===== src/rtl/sat_counter.sv =====
// Up-counter with synchronous clear that sticks at all-ones instead of wrapping.
module sat_counter #(
  parameter int WIDTH = 32
) (
  input  logic             clk,
  input  logic             rstn,
  input  logic             clr,
  input  logic             inc,
  output logic [WIDTH-1:0] count
);

  localparam logic [WIDTH-1:0] ONE = {{(WIDTH-1){1'b0}}, 1'b1};

  // Count register; clear has priority over increment.
  always_ff @(posedge clk or negedge rstn) begin
    if (!rstn) begin
      count <= '0;
    end else if (clr) begin
      count <= '0;
    end else if (inc && (count != '1)) begin
      count <= count + ONE;
    end else begin
      count <= count;
    end
  end

endmodule


===== config.mk =====
export PLATFORM = sky130hd
export DESIGN_NAME = sat_counter
export DESIGN_NICKNAME = d
export VERILOG_FILES = /design/src/rtl/sat_counter.sv
export SDC_FILE = /design/constraint.sdc
export NUM_CORES = 1
export LEC_CHECK = 0
export ABC_CLOCK_PERIOD_IN_PS = 5700
export CORE_AREA = 4 4 65 67
export DETAILED_ROUTE_END_ITERATION = 8
export DIE_AREA = 0 0 69 71
export PLACE_DENSITY = 0.78
export REMOVE_ABC_BUFFERS = 1
export SYNTH_ARGS = -nofsm -noshare
export SYNTH_HDL_FRONTEND = slang
export SYNTH_SLANG_ARGS = --single-unit
export TNS_END_PERCENT = 10

===== constraint.sdc =====
create_clock -name clk -period 5.7 [get_ports clk]
set_input_delay 1.425 -clock clk [delete_from_list [all_inputs] [get_ports clk]]
set_output_delay 1.425 -clock clk [all_outputs]
set_load 0.005 [all_outputs]

==> flow_summary.toml <==
[status]
status = "complete, no violations"

[setup_path]
path_depth = 6
endpoint_kind = "flip-flop"
cp-start-kind = "input port"
critPathBufInv = 1
cpPeakStageDelay_ns = 0.52
r2r_start = "count[0]"
startpoint = "inc"
required_ns = 5.87
critPathMaxFanout = 19
slowest_stage = "clkdlybuf4s50_1"
crit_arrival_ns = 3.38
path_class = "in -> reg"
r2r_cells = 6
crit_chain = "clkdlybuf4s50_1 -> and3_1 -> nand4_1 -> a21o_1 -> nor4_1 -> mux2_2"
cp_top_family = "simple AND/OR/NAND/NOR gates"

[cells_and_area]
n_fill_cell = 302
regArea_um2 = 801
synthToLayoutAreaGrowth_pct = 26.4
largest_reg_flops = 32
multi_input_area_um2 = 995
drive_gt1_share_pct = 10.6
final_cells = 283
top_regs = "count: 32 flops"
antennaDiodeCount = 0
nets = 240
regMostFlops = "count"
final_core_util_pct = 64.5

[synth]
syn-cell-area_mm2 = 0.00185
syn_inst = 198
async_flop_share_pct = 100
yosysSeqAreaShare_pct = 43.2
ys_seq_elements = 32
synth.distinct_cells = 42
yosys.area.top_type = "dfrtp_1"
synth_area_per_cell_um2 = 9.37
synth_area_leaders = "dfrtp_1 43%, nor2_1 5.3%, xnor2_1 4.7%"
netlist.area_leader.share_pct = 43.2
synth-edff-count = 0
yosysWarnings = 0
synth-main-ff-cell = "dfrtp_1"

[route]
drtIter0Drc = 110
routed_wl_um = 4110
drc = 0
ant_nets = 0
vias = 1603
firstDrtPassIters = 4
routedWlPerCell_um = 14.5
viasPerCell = 5.66

[floorplan]
fp.dieH_um = 71
num_rows = 22
coreArea_mm2 = 0.00363
die_area_mm2 = 0.00490
dieWidth_um = 69
ioPinCount = 36
initial_core_util_pct = 51.0

[global_routing]
antenna_found_initial = 0
grt_pass1_wl_um = 6930
gr-total-overflow = 0
grt_pass1_vias = 1502
grt_max_degree = 41
grt_usage_pct = 17.7

[sta]
max_freq_ghz = 0.311
skew_ns = 0.00372
finalHoldViolations = 0
rsz0062_at_grt = "no"
tightest_slew_ns = 0.710
fin_tns_setup_ns = 0
finalSetupViolCount = 0
slew_violations = 0
fin_crit_ns = 3.21
maxSlewHeadroom_pct = 52.3
timing.final.crit_share_pct = 56.3

[clock_network]
clock-sinks = 32
cts-htree-levels = 2
clk_pin_slew_ns = 0.06
clock_path_buffers = 2
cts.repair.resized = 0
post_cts_buffers = 0
clock_latency_ns = 0.28
cts-hold-fix-buffers = 0
numCtsBuffers = 5
cts_tree = "yes"
cts-root-buf = "clkbuf_8"

[place]
dp_hpwl_um = 2880
place_inst = 276
port_buffers = 35
gp_congestion = 0.767

[power]
p_leak_nw = 0.925
ir_worst_vdd_mv = 0.133
power_uw = 439
powerDensity_mw_per_mm2 = 187

[worst_hold_path]
hold_depth = 2
hold_path_class = "reg -> reg"
min_from = "count[1]"

[job]
max_cap_violations = 0
[layer usage]
layer	global-route usage [%]	vias to the layer above	wire length, um
met1	22.6	767	1970
met2	28.0	38	1890
li1	-	790	-
met5	0	-	0
met4	8.68	0	95
met3	4.40	8	163
[worst reg2reg max path, stage by stage, from the launching register on]
cell and delay [ns]:
dfrtp_1 0.44, ha_1 0.24, nand4_1 0.23, nor4_2 0.39, a21o_1 0.51, nor4_1 0.12, mux2_2 0.29
[worst paths after layout]
path,to,slack [ns]
setup / recovery,count[31],2.49
hold / removal,count[1],0.60
setup reg to reg,count[31],3.37
hold reg to reg,count[1],0.60
max in group asynchronous,count[26],3.85
min in group asynchronous,count[0],1.54
[Yosys cell counts, drive strengths merged (4+ instances only)]
cell and number:
a211oi 5, nand2 11, nand4 7, nor2b 6
inv 7, clkbuf 4, nor2 26, and3 8
nor4 7, nand3 13, a21oi 11, xnor2 10
o21ai 4, dfrtp 32, mux2 6, nor3 4
or3 5
[placed cells by master (no fill, tap or decap), types with 3 or more instances in the layout]
cell type and n:
and3_1 7, o31ai_1 3, mux2_2 5, xor2_1 3
a21o_1 3, clkdlybuf4s50_1 35, nor4_1 4, xnor2_1 10
nor2b_1 6, nand2_1 11, nand4_1 6, or4_1 3
nand3_1 12, o21ai_0 4, inv_1 7, a211oi_1 5
a21oi_1 11, and2_1 3, nor3_1 4, nor2_1 26
or3_1 5, dfrtp_1 32, clkbuf_8 7
[cells by family after synthesis]
| kind of cell | Yosys count | share of synthesized area [%] |
|---|---|---|
| compound gates | 32 | 11.9 |
| xor+xnor | 13 | 6.14 |
| fa+ha+maj | 1 | 0.675 |
| mux | 7 | 4.39 |
| buf+inv | 14 | 3.17 |
| flops | 32 | 43.2 |
| simple gates | 99 | 30.5 |
[layout make-up]
cell class	count	area share, %
inverter	7	1.12
sequential	32	34.2
clock buffer	7	4.11
tap	48	2.56
multi-input combinational	152	42.4
timing repair buffer	37	15.6
[power breakdown]
part / leakage (nW) / total (mW) / internal (mW) / switching (mW)
Clock: 0.0503 / 0.186 / 0.107 / 0.0784
Combinational: 0.429 / 0.0226 / 0.00891 / 0.0137
Sequential: 0.446 / 0.231 / 0.229 / 0.00221
[through the flow]
| step | instance area (um2) | hold WS [ns] | setup WS, ns |
|---|---|---|---|
| 3_3_place_gp | 2250 | 0.570 | 2.26 |
| 4_1_cts | 2340 | 0.601 | 2.50 |
| 2_1_floorplan | 1820 | 0.559 | 2.92 |
| 5_1_grt | 2340 | 0.626 | 2.38 |
| 3_5_place_dp | 2250 | 0.589 | 2.19 |
| 6_report | 2340 | 0.600 | 2.49 |
No activity file was read; power rests on OpenSTA's default activity.
